--- src/rtl/fetch_stage.sv ---
// ---------------------------------------------------------------------------
// fetch_stage
//   Instruction fetch stage with a single-word request/ready memory handshake,
//   a one-entry hold buffer for words that arrive while the pipe is stalled,
//   and a drain state that keeps an outstanding request stable when a
//   redirect shows up before the memory has answered.
//
// Ports
//   clk            clock, rising edge
//   rst            asynchronous active-low reset
//   pcstall        hold PC (hazard unit)
//   IF_IDstall     hold IF/ID register (hazard unit)
//   flushIF_ID     bubble IF/ID on the next edge
//   PCSrc          taken-branch redirect, target on branch_target
//   jump           jump redirect, target on jump_target
//   imem_addr      instruction memory word address (= PC)
//   imem_req       fetch request
//   imem_ready     memory accepts request / returns data this cycle
//   imem_rdata     instruction word, valid on imem_req && imem_ready
//   instrD         IF/ID instruction
//   pcPlus1D       IF/ID PC+1
//   validD         IF/ID holds a real instruction
//   fetch_state    FSM state (0 FETCH, 1 HOLD, 2 DRAIN)
// ---------------------------------------------------------------------------
module fetch_stage #(
    parameter logic [15:0] RESET_PC = 16'h0000
) (
    input  logic        clk,
    input  logic        rst,
    input  logic        pcstall,
    input  logic        IF_IDstall,
    input  logic        flushIF_ID,
    input  logic        PCSrc,
    input  logic [15:0] branch_target,
    input  logic        jump,
    input  logic [15:0] jump_target,
    output logic [15:0] imem_addr,
    output logic        imem_req,
    input  logic        imem_ready,
    input  logic [15:0] imem_rdata,
    output logic [15:0] instrD,
    output logic [15:0] pcPlus1D,
    output logic        validD,
    output logic [1:0]  fetch_state
);

    typedef enum logic [1:0] {
        FETCH = 2'd0,
        HOLD  = 2'd1,
        DRAIN = 2'd2
    } state_t;

    state_t      r_state;
    logic [15:0] r_pc;
    logic [15:0] r_hbuf;     // word captured while the pipe was stalled
    logic [15:0] r_tgt;      // redirect target waiting for the in-flight fetch
    logic [15:0] r_instr;
    logic [15:0] r_pc1;
    logic        r_valid;

    logic        w_xfer;
    logic        w_adv;
    logic        w_redir;
    logic [15:0] w_target;
    logic [15:0] w_pc_inc;
    logic        w_load;
    logic [15:0] w_word;

    // The request is gated by reset so an in-flight fetch is dropped the
    // moment reset asserts rather than at the next edge.
    assign imem_req    = rst && (r_state != HOLD);
    assign imem_addr   = r_pc;
    assign instrD      = r_instr;
    assign pcPlus1D    = r_pc1;
    assign validD      = r_valid;
    assign fetch_state = r_state;

    assign w_xfer   = imem_req && imem_ready;
    assign w_adv    = !pcstall && !IF_IDstall;
    assign w_redir  = PCSrc || jump;
    assign w_target = PCSrc ? branch_target : jump_target;
    assign w_pc_inc = r_pc + 16'd1;   // wraps naturally at 16 bits

    // IF/ID is loaded either straight from memory or from the hold buffer.
    // A redirect always wins, so a load never happens alongside one.
    assign w_load = !w_redir && w_adv &&
                    (((r_state == FETCH) && w_xfer) || (r_state == HOLD));
    assign w_word = (r_state == HOLD) ? r_hbuf : imem_rdata;

    always_ff @(posedge clk or negedge rst) begin
        if (!rst) begin
            r_state <= FETCH;
            r_pc    <= RESET_PC;
            r_hbuf  <= 16'h0000;
            r_tgt   <= 16'h0000;
            r_instr <= 16'h0000;
            r_pc1   <= 16'h0000;
            r_valid <= 1'b0;
        end else begin
            // Flush beats both a stall and a load; PC+1 is left alone.
            if (flushIF_ID) begin
                r_instr <= 16'h0000;
                r_valid <= 1'b0;
            end else if (w_load) begin
                r_instr <= w_word;
                r_pc1   <= w_pc_inc;
                r_valid <= 1'b1;
            end

            case (r_state)
                FETCH: begin
                    if (w_redir) begin
                        if (w_xfer) begin
                            r_pc <= w_target;
                        end else begin
                            // Request still outstanding: keep the address
                            // stable and redirect once it completes.
                            r_tgt   <= w_target;
                            r_state <= DRAIN;
                        end
                    end else if (w_xfer) begin
                        if (w_adv) begin
                            r_pc <= w_pc_inc;
                        end else begin
                            r_hbuf  <= imem_rdata;
                            r_state <= HOLD;
                        end
                    end
                end
                HOLD: begin
                    if (w_redir) begin
                        r_pc    <= w_target;
                        r_state <= FETCH;
                    end else if (w_adv) begin
                        r_pc    <= w_pc_inc;
                        r_state <= FETCH;
                    end
                end
                DRAIN: begin
                    if (w_xfer) begin
                        // A redirect arriving on the completing cycle is the
                        // newest one, so it takes over the saved target.
                        r_pc    <= w_redir ? w_target : r_tgt;
                        r_state <= FETCH;
                    end else if (w_redir) begin
                        r_tgt <= w_target;
                    end
                end
                default: r_state <= FETCH;
            endcase
        end
    end

endmodule
--- config.mk ---
export PLATFORM = sky130hd
export DESIGN_NAME = fetch_stage
export DESIGN_NICKNAME = d
export VERILOG_FILES = /design/src/rtl/fetch_stage.sv
export SDC_FILE = /design/constraint.sdc
export NUM_CORES = 1
export LEC_CHECK = 0
export CELL_PAD_IN_SITES_DETAIL_PLACEMENT = 0
export CELL_PAD_IN_SITES_GLOBAL_PLACEMENT = 2
export CORE_MARGIN = 4
export CORE_UTILIZATION = 33
export DETAILED_ROUTE_END_ITERATION = 16
export GPL_ROUTABILITY_DRIVEN = 0
export PLACE_DENSITY_LB_ADDON = 0.05
export SLEW_MARGIN = 20
export SYNTH_ARGS = -nofsm -noshare
export SYNTH_HDL_FRONTEND = slang
export SYNTH_SLANG_ARGS = --single-unit
--- constraint.sdc ---
create_clock -name clk -period 4.4 [get_ports clk]
set_input_delay 1.32 -clock clk [delete_from_list [all_inputs] [get_ports clk]]
set_output_delay 1.32 -clock clk [all_outputs]
set_load 0.03 [all_outputs]
# Word level (Yosys, flattened, before mapping)
# Cells that the tools add are included.
totals:
  regBits: 83
  latchBits: 0
  ramBits: 0
  romBits: 0
  input_bits: 56
  out_inout_bits: 52
  word_cells: 69
  n_memories: 0
classes:
  add_sub_neg: 1
  mul: 0
  n_div: 0
  n_lt_le_gt_ge: 0
  eq_ne: 12
  n_shift: 0
  mux: 26
  bitwise: 3
  n_reduce_logical: 20
op_table:
  columns: ["operator", "n"]
  rows:
  - ["16-bit 2-to-1 mux", 14]
  - ["16-bit case mux with 3 select lines", 1]
  - ["16-bit case mux with 2 select lines", 1]
  - ["16-bit by 1-bit adder with 16-bit output, second input constant", 1]
  - ["2-bit 2-to-1 mux", 7]
  - ["3-bit inequality test, second input constant", 4]
  - ["2-bit inequality test, second input constant", 5]
  - ["4-bit AND reduction", 2]
  - ["1-bit logical AND", 6]
  - ["2-bit case mux with 3 select lines", 1]
  - ["5-bit AND reduction", 1]
  - ["2-bit nonzero test", 2]
  - ["1-bit logical NOT", 3]
  - ["1-bit inverter", 3]
  - ["3-bit AND reduction", 1]
  - ["3-bit nonzero test", 1]
  - ["2-bit by 1-bit equality test with 1-bit output, second input constant", 1]
  - ["2-bit equality test, second input constant", 1]
  - ["2-bit logical NOT", 1]
  - ["1-bit logical OR", 2]
  - ["1-bit 2-to-1 mux", 2]
  - ["2-bit by 1-bit inequality test with 1-bit output, second input constant", 1]
  - ["2-bit AND reduction", 1]

# Longest topological paths before layout
# Gate-level depths: netlist (run 1).
logic_depth:
  depth_word: 8
  depth_mapped: 7
  mapped_depth_nobuf: 5

# Worst setup path before layout (run 1)
# No wires, ideal clock.
synth_path:
  kind: "register to output"
  startpoint: "register r_state[1], in the netlist fetch_state[1]"
  endpoint: "output port imem_req"
  t_arrival_ns: 1.750
  required_time_ns: 3.080
  path_slack_ns: 1.330
  stages_incl_launch_ff: 6
  path_buffers: 3
  path_cell_list: "dfrtp_1 buf_2 nand2b_1 buf_2 buf_2 and2_1"
synth_via:
  elab_chain_cells: 2
synth_rtl:
  columns: ["element", "line", "source"]
  rows:
  - ["from (decl)", "53", "state_t r_state;"]
  - ["from (signal assigned)", "92", "r_state <= FETCH;"]
  - ["from (signal assigned)", "119", "r_state <= DRAIN;"]
  - ["from (signal assigned)", "126", "r_state <= HOLD;"]
  - ["2-bit by 1-bit inequality test with 1-bit output", "71", "assign imem_req = rst && (r_state != HOLD);"]
  - ["1-bit logical AND", "71", null]
  - ["to (decl)", "38", "output logic imem_req,"]
# Every way passes these cells.

# Worst setup path in the final report (run 1)
layout_path:
  startpoint: "input port rst"
  endpoint: "output port imem_req"
layout_via:
  elab_chain_cells: 1
layout_rtl:
  columns: ["element", "line", "source"]
  rows:
  - ["from (decl)", "29", "input logic rst,"]
  - ["1-bit logical AND", "71", null]
# Every way passes these cells.

==> results of run 1 <==
## metal layers
metal | track usage, % | vias to the layer above
li1 | - | 1794
met1 | 27.3 | 1782
met2 | 24.1 | 115
met3 | 3.93 | 11
met4 | 5.54 | 0
met5 | 0 | -
## worst max path at each step
stage                    from            to  slack, ps  cells past startpoint
6_report                  rst      imem_req        820                      3
5_1_grt                   rst      imem_req        800                      3
4_1_cts                   rst      imem_req        820                      3
3_5_place_dp            PCSrc  imem_addr[7]        820                      6
3_3_place_gp              rst      imem_req        820                      3
2_1_floorplan  fetch_state[1]      imem_req       1330                      5
## flip-flops by register name, summed over array words and instances, names as in the netlist
register / flops
imem_addr: 16
instrD: 16
pcPlus1D: 16
r_hbuf: 16
r_tgt: 16
fetch_state: 2
validD: 1
## synthesized netlist by cell type, types with 2 or more instances
library cell,count,area share (%)
o31ai_1,4,0.69
nor2_1,62,5.3
nor3_1,7,0.80
a221oi_1,6,1.2
clkbuf_1,8,0.69
and2_1,4,0.57
o21ai_0,10,1.1
mux2_2,24,6.2
a21o_1,2,0.34
a211o_1,2,0.40
o41ai_1,2,0.40
buf_1,2,0.17
nor3b_1,2,0.34
nand3b_1,2,0.34
nand2b_1,5,0.71
nand3_1,9,1.0
inv_1,15,1.3
nand2_1,20,1.7
a2111oi_0,2,0.40
nand4_2,2,0.57
buf_2,16,1.8
or2_2,2,0.29
mux2i_1,34,7.8
dfrtp_1,83,47
or3_1,3,0.43
o21a_1,3,0.51
o22ai_1,3,0.43
nor4_1,3,0.43
xnor2_1,8,1.6
a31oi_1,7,1.0
nor2b_1,4,0.57
xor2_1,3,0.60
a221o_1,5,1.1
a21oi_1,28,3.2
or4_1,3,0.51
a211oi_1,24,4.1
o221a_2,2,0.51
## final cells by class
cell class	instances	area share, %
Tap cell	172	3.63
Multi-Input combinational cell	309	35.5
Clock inverter	4	0.844
Sequential cell	83	35.0
Inverter	16	1.01
Timing Repair Buffer	120	19.7
Clock buffer	11	4.26
## power by group through the flow
stage	logic, µW	clock network, µW	registers (µW)
3_5_place_dp	564	0	985
6_report	559	780	971
5_1_grt	610	834	988
2_1_floorplan	233	0	1050
4_1_cts	566	804	970
3_3_place_gp	557	0	981
## metrics by stage
step	cell area, µm²	util (%)	setup slack, ps	cells
5_1_grt	5930	46.2	796	715
2_1_floorplan	4380	-	1330	437
6_report	5930	46.2	821	715
4_1_cts	5930	46.2	822	715
3_5_place_dp	5630	43.9	817	700
3_3_place_gp	5630	43.9	818	700
## kinds of logic (layout without fill, tap and decap cells)
kind of cell | Yosys count | after routing | synth area share (%)
AOI/OAI and AO/OA | 105 | 105 | 16.5
xor gates and xnor gates | 11 | 11 | 2.20
adders and majority gates | 1 | 1 | 0.286
buffers and inverters | 45 | 151 | 4.60
DFF | 83 | 83 | 47.5
muxes | 58 | 58 | 14.0
and+or+nand+nor | 134 | 134 | 15.0
## worst register-to-register path, cell delays in order, from the launching register on
cell and delay [ps]:
dfrtp_1 620, nand2b_1 200, buf_4 340, a22o_1 670, a211oi_1 240, a221oi_1 270
## placed cells by master, fill, tap and decap left out, types with 4 or more instances in the layout
master,netlist,final
inv_1,15,15
o21ai_0,10,10
nand2_1,20,20
buf_4,1,14
a31oi_1,7,7
nor3_1,7,7
mux2i_1,34,34
clkbuf_16,0,9
a211oi_1,24,24
dfrtp_1,83,83
nor2b_1,4,4
nand3_1,9,9
a21oi_1,28,28
xnor2_1,8,8
nor2_1,62,61
mux2_2,24,24
a221o_1,5,5
o31ai_1,4,4
nand2b_1,5,5
and2_1,4,4
a221oi_1,6,6
clkdlybuf4s50_1,0,106
==> summary.md, run 1 <==
| Metric | Value |
|---|---|
| Outcome | finished, final reports clean |
| Starting Density | 34.1% |
| Number of global-route vias before repair | between 3000 and 4000 |
| H-tree levels | 3 |
| Period utilization | between 80% and 90% |
| Share of cells above drive strength 1 | a little under an eighth |
| Hold slack | about 500 ps |
| CP max FO | 3 |
| Post-DRT Antenna Nets | 0 |
| Yosys warns | 0 |
| Initial DRT Pass Iterations | 4 |
| CP arrival | 2260 ps |
| Avg Inst Size Synth | between 10 and 15 µm² |
| Worst path slowest cell | clkdlybuf4s50_1 |
| Combinational share of power | about a quarter |
| Highest routed metal layer | met4 |
| TritonCTS Buffers | 9 |
| Sequential area share after synthesis | about 47% |
| Final hold violation count | 0 |
| Static Leak | approximately 0.0025 µW |
| Antenna cell count | 0 |
| RSZ-0062 raised after global routing | false |
| VDD IR max | about 0.16 mV |
| Critical path, cell by cell | buf_4, and2_1, clkdlybuf4s50_1 |
| Max Freq | 279 MHz |
| Initial antenna violation count | 0 |
| Met3 WL | 841 µm |
| Die W | around 120 µm |
| Global-route usage over all layers | 17.6% |
| Max incr delay on CP | 670 ps |
| Buf/Inv on CP | 2 |
| CP delay by family, top | buffers and inverters |
| Dpl hpwl | between 9 and 10 mm |
| Core Region | approximately 0.013 mm² |
| EDFF count, synth | 0 |
| R2r startpoint | fetch_state[1] |
| Clk_lat worst skew | ~350 ps |
| Mapped Area | around 0.0044 mm² |
| Post-synthesis register bit count | 83 |
| Pwr dens | slightly below 400 mW/mm² |
| Fillers | approximately 1300 |
| CP Launch Type | input pin |
| CTS max path bufs | 2 |
| Via Count | about 3700 |
| Power share of the sequential group | 42.0% |
| Crit end category | primary output |
| Synthesized Nets | between 400 and 500 |
| Switching pwr | just over 700 µW |
| Worst r2r dst | imem_addr[12] |
| Largest net degree at the start of global routing | 52 |
| Clock Pin Slew Worst Setup and Hold Paths | approximately 60 ps |
| Root buf cell | clkbuf_16 |
| Multi-input gate area | around 0.0021 mm² |
| Clk network pwr share | approximately 34% |
| Die H | ~120 µm |
| Total power | 2310 µW |
| Final setup fails | 0 |
| Critical path type | input pin to primary output |
| Fin nets | between 500 and 600 |
| Share of async-settable or async-resettable flops after synthesis | 100% |
| First-pass GRT wire length | about 20 mm |
| Reg2Reg Depth | 5 |
| Wire length per cell | roughly 18 µm |
| Worst Tran Pin Value | approximately 970 ps |
| TritonCTS clock tree | built |
| Clock Skew | 6.17 ps |
| Synth Instances | ~440 |
| Die area | ~0.015 mm² |
| Clock tree sinks | between 80 and 90 |
| I/O Buffers | ~110 |
| Synth cell types | 53 |
| Setup bufs post-CTS | 0 |
| Flop2flop setup slack | about 2000 ps |
| Top FF cell, synth | dfrtp_1 |
| Worst Hold Depth | 1 |
| Internal cell power | between 1500 and 2000 µW |
| Detailed Route Iter0 Violations | 280 |
| Max-slew violations | 0 |
| Sink of the worst hold path | r_hbuf[5] |
| Post-route setup TNS | 0 ps |
| Vias per cell | 5.18 |
| Drt total wl | 12.7 mm |
| WL met2 | around 5.4 mm |
| Worst Hold Class | register to register |
| IO Count | between 100 and 150 |
| Slew HR | roughly a third |
| Flip-flop and latch area | just over 0.002 mm² |
| Post-cts resize count | 0 |
| Hold_buf cts | 0 |
| CP Data Required Time | 3080 ps |
| Syn-to-layout area delta | 35.4% |
| FP Rows | around 40 |
| Hold Crit Start | r_hbuf[5] |
| Gr ovfl total | 0 |
| Max cap viols | 0 |
| Post-route DRC | 0 |
| DRT met1 WL | between 6 and 7 mm |
| Switching Share | a little under a third |
| Fin crit period | between 3000 and 4000 ps |
Note: power is estimated with default switching activity, not from simulation.
==> run 2: changes to the inputs <==
--- a/config.mk
+++ b/config.mk
@@ -8,7 +8,7 @@
 export CELL_PAD_IN_SITES_DETAIL_PLACEMENT = 0
 export CELL_PAD_IN_SITES_GLOBAL_PLACEMENT = 2
 export CORE_MARGIN = 4
-export CORE_UTILIZATION = 33
+export CORE_UTILIZATION = 28
 export DETAILED_ROUTE_END_ITERATION = 16
 export GPL_ROUTABILITY_DRIVEN = 0
 export PLACE_DENSITY_LB_ADDON = 0.05
==> constraint.sdc (replaced) <==
create_clock -name clk -period 2.9 [get_ports clk]
set_input_delay 0.87 -clock clk [delete_from_list [all_inputs] [get_ports clk]]
set_output_delay 0.87 -clock clk [all_outputs]
set_load 0.03 [all_outputs]
==> summary.md, run 2 (same netlist as run 1, synthesis figures left out) <==
| Metric | Value |
|---|---|
| Outcome | finished, final reports clean |
| Hold_buf cts | 0 (unchanged) |
| Crit end category | primary output |
| Dpl hpwl | 9.89 mm (+7.4%) |
| Post-DRT Antenna Nets | 0 (unchanged) |
| Setup bufs post-CTS | 0 (unchanged) |
| Slew HR | 51.0% (+17 points) |
| Vias per cell | 4.83 (-6.6%) |
| Pre-CTS WS | 42.5 ps (-774 ps) |
| Final WS setup | 391 ps (-430 ps) |
| Buf/Inv on CP | 1 (-1) |
| Clock Skew | 8.58 ps (+2.41 ps) |
| Final instance area | 0.00616 mm² (+3.9%) |
| Max-slew violations | 0 (unchanged) |
| Clk_lat worst skew | 340 ps (about the same) |
| Gr ovfl total | 0 (unchanged) |
| Placed cell area | 0.00587 mm² (+4.4%) |
| Critical path, cell by cell | clkdlybuf4s50_1 |
| Final hold violation count | 0 (unchanged) |
| CP Launch Point | imem_addr[0] |
| CP Launch Type | register |
| Combinational share of power | 25.3% (+1.1 points) |
| FP Rows | 45 (+9.8%) |
| Most frequent cells in the layout | clkdlybuf4s50_1, dfrtp_1, nor2_1, mux2i_1, buf_4 |
| Initial antenna violation count | 0 (unchanged) |
| Switching pwr | 1100 µW (+55%) |
| CP max FO | 8 (+5) |
| Global-route usage over all layers | 15.3% (-2.3 points) |
| CP arrival | 1640 ps (-620 ps) |
| Detailed Route Iter0 Violations | 217 (-23%) |
| Clock Pin Slew Worst Setup and Hold Paths | 60 ps (about the same) |
| Wire length per cell | 17.4 µm (-2.2%) |
| Critical path type | register to primary output |
| Static Leak | 0.00265 µW (+4.5%) |
| First-pass GRT wire length | 21.1 mm (+4.3%) |
| Max cap viols | 0 (unchanged) |
| Antenna cell count | 0 (unchanged) |
| I/O Buffers | 107 (unchanged) |
| Period utilization | roughly 87% |
| Pwr dens | 569 mW/mm² (+46%) |
| H-tree levels | 3 (unchanged) |
| TritonCTS clock tree | built |
| Switching Share | 31.5% (+0.58 points) |
| CP Data Required Time | 2030 ps (-1050 ps) |
| RSZ-0062 raised after global routing | false |
| Post-route setup TNS | 0 ps (unchanged) |
| CTS max path bufs | 2 (unchanged) |
| Via Count | 3747 (+1.2%) |
| R2r startpoint | imem_addr[0] |
| Commonest non-fill, non-tap cell in the layout | clkdlybuf4s50_1 |
| Worst Hold Class | input pin to asynchronous set/reset pin |
| Clk network pwr share | 32.7% (-1.1 points) |
| Worst path slowest cell | clkdlybuf4s50_1 |
| Core Region | 0.0153 mm² (+19%) |
| Die H | 133 µm (+8.0%) |
| Total power | 3500 µW (+52%) |
| VDD IR max | 0.250 mV (+60%) |
| Fin nets | 616 (+3.4%) |
| Drt total wl | 13.5 mm (+6.0%) |
| Root buf cell | clkbuf_16 |
| Clock tree sinks | 83 (unchanged) |
| Syn-to-layout area delta | 40.8% |
| Die area | 0.0177 mm² (+17%) |
| Final setup fails | 0 (unchanged) |
| Power share of the sequential group | 42.0% (about the same) |
| Initial DRT Pass Iterations | 4 (unchanged) |
| Post-cts resize count | 0 (unchanged) |
| Post-route DRC | 0 (unchanged) |
| Flop2flop setup slack | 720 ps (-1240 ps) |
| Number of global-route vias before repair | 3676 (+3.2%) |
| Fin crit period | ~2500 ps |
| Worst Tran Pin Value | 734 ps (-239 ps) |
| Share of cells above drive strength 1 | 14.9% (+3.1 points) |
| Max Freq | ~400 MHz |
| Internal cell power | 2400 µW (+50%) |
| CP delay by family, top | buffers and inverters |
| Starting Density | 28.7% (-5.4 points) |
| IO Count | 108 (unchanged) |
| Largest net degree at the start of global routing | 75 (+44%) |
| TritonCTS Buffers | 9 (unchanged) |
| Die W | 133 µm (+8.0%) |
| Max incr delay on CP | 750 ps (+80 ps) |
==> run 2: changes by cell type in the layout (fill, tap and decap cells not counted) <==
cell | before | now
buf_6 | 0 | 1
buf_12 | 0 | 4
clkinv_4 | 0 | 1
clkbuf_8 | 2 | 0
buf_4 | 14 | 30
clkinvlp_4 | 2 | 0
clkbuf_1 | 0 | 2
clkdlybuf4s50_1 | 106 | 105
clkinv_2 | 1 | 3
==> run 2: through the flow <==
stage / std cells / util [%] / hold slack [ps]
after floorplan: 437 / - / 480
after global placement: 759 / 38.5 / 483
after detailed placement: 759 / 38.5 / 486
after CTS: 775 / 40.4 / 347
after global routing: 775 / 40.4 / 354
final: 775 / 40.4 / 361
==> run 2: power groups by stage <==
stage | Sequential, µW | Combinational [µW] | Clock [µW]
CTS | 1470 | 896 | 1180
finish | 1470 | 886 | 1150
detailed placement | 1500 | 894 | 0
global placement | 1490 | 888 | 0
global route | 1500 | 959 | 1220
floorplan | 1600 | 354 | 0
==> run 2: area by class of cell <==
class                   count  area (µm²)
flip-flops and latches     83        2080
well taps                 211         264
inverters                  16        60.1
clock inverters             5        53.8
clock buffers              11         233
multi-input cells         309        2110
repair buffers            140        1370
fillers                  1514        9100
==> run 2: final timing paths <==
| kind | end | cells past startpoint |
|---|---|---|
| setup / recovery | imem_addr[0] | 1 |
| hold / removal | imem_addr[15] | 1 |
| setup reg to reg | imem_addr[13] | 4 |
| hold reg to reg | validD | 2 |
| max in group asynchronous | instrD[11] | 2 |
| min in group clk | validD | 2 |
==> run 2: routing by layer <==
layer | up-vias | global-route usage, % | part of all wire (%)
li1 | 1846 | - | -
met1 | 1800 | 22.9 | 51
met2 | 87 | 21.9 | 43
met3 | 14 | 2.78 | 4.7
met4 | 0 | 5.43 | 1.7
met5 | - | 0 | 0
==> run 3: changes to the inputs <==
--- a/config.mk
+++ b/config.mk
@@ -5,6 +5,7 @@
 export SDC_FILE = /design/constraint.sdc
 export NUM_CORES = 1
 export LEC_CHECK = 0
+export CAP_MARGIN = 20
 export CELL_PAD_IN_SITES_DETAIL_PLACEMENT = 0
 export CELL_PAD_IN_SITES_GLOBAL_PLACEMENT = 2
 export CORE_MARGIN = 4
==> constraint.sdc (replaced) <==
create_clock -name clk -period 2.16 [get_ports clk]
set_input_delay 0.648 -clock clk [delete_from_list [all_inputs] [get_ports clk]]
set_output_delay 0.648 -clock clk [all_outputs]
set_load 0.03 [all_outputs]
==> summary.md, run 3 (same netlist as run 1, synthesis figures left out) <==
| Metric | Value |
|---|---|
| Initial DRT Pass Iterations | 4 (unchanged) |
| Outcome | finished, final reports clean |
| Reg2Reg Depth | 7 (+3) |
| CP Launch Type | input pin |
| H-tree levels | 3 (unchanged) |
| Number of global-route vias before repair | 3941 (+7.2%) |
| Fin util | 42.3% (+1.9 points) |
| Met3 Usage GRT | 2.66% (-0.11 points) |
| Die H | 133 µm (unchanged) |
| Fin nets | 645 (+4.7%) |
| Wire length per cell | 17.2 µm (-0.79%) |
| Layer carrying the most global-route usage | met1 |
| Die W | 133 µm (unchanged) |
| Met1 Resource Use GR | 24.7% (+1.8 points) |
| Commonest non-fill, non-tap cell in the layout | clkdlybuf4s50_1 |
| Drt total wl | 13.8 mm (+2.7%) |
| Max-slew violations | 0 (unchanged) |
| Core Region | 0.0153 mm² (unchanged) |
| I/O Buffers | 107 (unchanged) |
| Clock Pin Slew Worst Setup and Hold Paths | 60 ps (about the same) |
| Clock tree sinks | 83 (unchanged) |
| Antenna cell count | 0 (unchanged) |
| Worst r2r dst | imem_addr[14] |
| Clk_lat worst skew | 340 ps (about the same) |
| Final setup fails | 0 (unchanged) |
| Critical path type | input pin to register |
| First-pass GRT wire length | 22.4 mm (+6.2%) |
| CP Data Required Time | 2380 ps (+350 ps) |
| Share of cells above drive strength 1 | 19.8% (+4.9 points) |
| Via Count | 3813 (+1.8%) |
| Most frequent cells in the layout | clkdlybuf4s50_1, dfrtp_1, nor2_1, buf_4, mux2i_1 |
| VDD IR max | 0.415 mV (+66%) |
| Initial antenna violation count | 0 (unchanged) |
| CTS max path bufs | 2 (unchanged) |
| Post-DRT Antenna Nets | 0 (unchanged) |
| Max cap viols | 0 (unchanged) |
| Syn-to-layout area delta | 47.5% |
| Flop2flop setup slack | 210 ps (-510 ps) |
| Slew HR | 41.4% (-9.6 points) |
| RSZ-0062 raised after global routing | true |
| Gr ovfl total | 0 (unchanged) |
| Final hold violation count | 0 (unchanged) |
| Root buf cell | clkbuf_16 |
| R2r startpoint | fetch_state[1] |
| Post-route DRC | 0 (unchanged) |
| Vias per cell | 4.75 (-1.7%) |
| Worst Hold Class | input pin to asynchronous set/reset pin |
| CP max FO | 13 (+5) |
| Clock Skew | 7.30 ps (-1.28 ps) |
| Period utilization | between 90% and 100% |
| Max Freq | between 400 and 500 MHz |
| Crit end category | register |
| IO Count | 108 (unchanged) |
| Die area | 0.0177 mm² (unchanged) |
| Detailed Route Iter0 Violations | 196 (-9.7%) |
| Fin crit period | about 2100 ps |
| TritonCTS Buffers | 9 (unchanged) |
| TritonCTS clock tree | built |
| CP arrival | 2350 ps (+710 ps) |
| FP Rows | 45 (unchanged) |
| Pwr dens | 763 mW/mm² (+34%) |
| Starting Density | 28.7% (unchanged) |
| Worst Tran Pin Value | 879 ps (+145 ps) |
| Hold_buf cts | 0 (unchanged) |
| M2 GR Usage | 22.9% (+1.0 points) |
| Hold slack | 260 ps (-101 ps) |
| Static Leak | 0.00286 µW (+8.2%) |
| Largest net degree at the start of global routing | 67 (-11%) |
| Dpl hpwl | 10.4 mm (+5.6%) |
| Global-route usage over all layers | 16.1% (+0.85 points) |
run 3: worst max-delay path by stage:
stage                        from            end  cells past startpoint
finish                 imem_ready  imem_addr[14]                      7
global route           IF_IDstall      instrD[5]                      7
CTS                 imem_addr[14]  imem_addr[14]                      1
detailed placement           jump   imem_addr[3]                      7
global placement             jump   imem_addr[3]                      7
floorplan                    jump    pcPlus1D[2]                      4
run 3: layer usage:
metal / wire, µm / vias up
met5: 0 / -
met4: 198 / 0
met3: 538 / 11
met2: 5850 / 103
met1: 7240 / 1811
li1: - / 1888
run 3: worst max-delay path, cell delays in order:
cell	delay (ps)
clkdlybuf4s50_1	470
nand3b_1	140
a22o_1	290
buf_12	150
a211oi_1	390
buf_4	200
a211oi_1	40
run 3: layout make-up:
class                      instances  area (µm²)
fill                            1532        8800
inverter                          16        60.1
sequential                        83        2080
clock buffer                       9         225
multi-input combinational        309        2120
timing repair buffer             169        1600
clock inverter                     5         104
tap                              211         264
run 3: where the power goes:
group	switching [µW]	total (µW)	internal (µW)
Sequential	214	1980	1770
Clock	619	1740	1120
Combinational	648	1210	565
Total	1480	4930	3450
run 3: per-stage QoR:
| stage | worst slack [ps] | std cells | instance area, µm² | setup TNS, ps | total power (µW) |
|---|---|---|---|---|---|
| finish | 33.1 | 802 | 6460 | 0 | 4930 |
| global route | -21.5 | 802 | 6460 | -46.8 | 5190 |
| CTS | 4.61 | 802 | 6450 | 0 | 5000 |
| detailed placement | -482 | 786 | 6090 | -25520 | 3270 |
| global placement | -441 | 786 | 6090 | -23210 | 3250 |
| floorplan | -53.9 | 437 | 4400 | -186 | 2620 |
run 3: timing repair:
item                                   4_1_cts  5_1_grt
pin swaps                                    2        0
setup endpoints to repair                   41        6
gates cloned                                 2        0
gates resized for setup                     26        3
setup buffers                                1        0
endpoints found under the hold margin        0        0
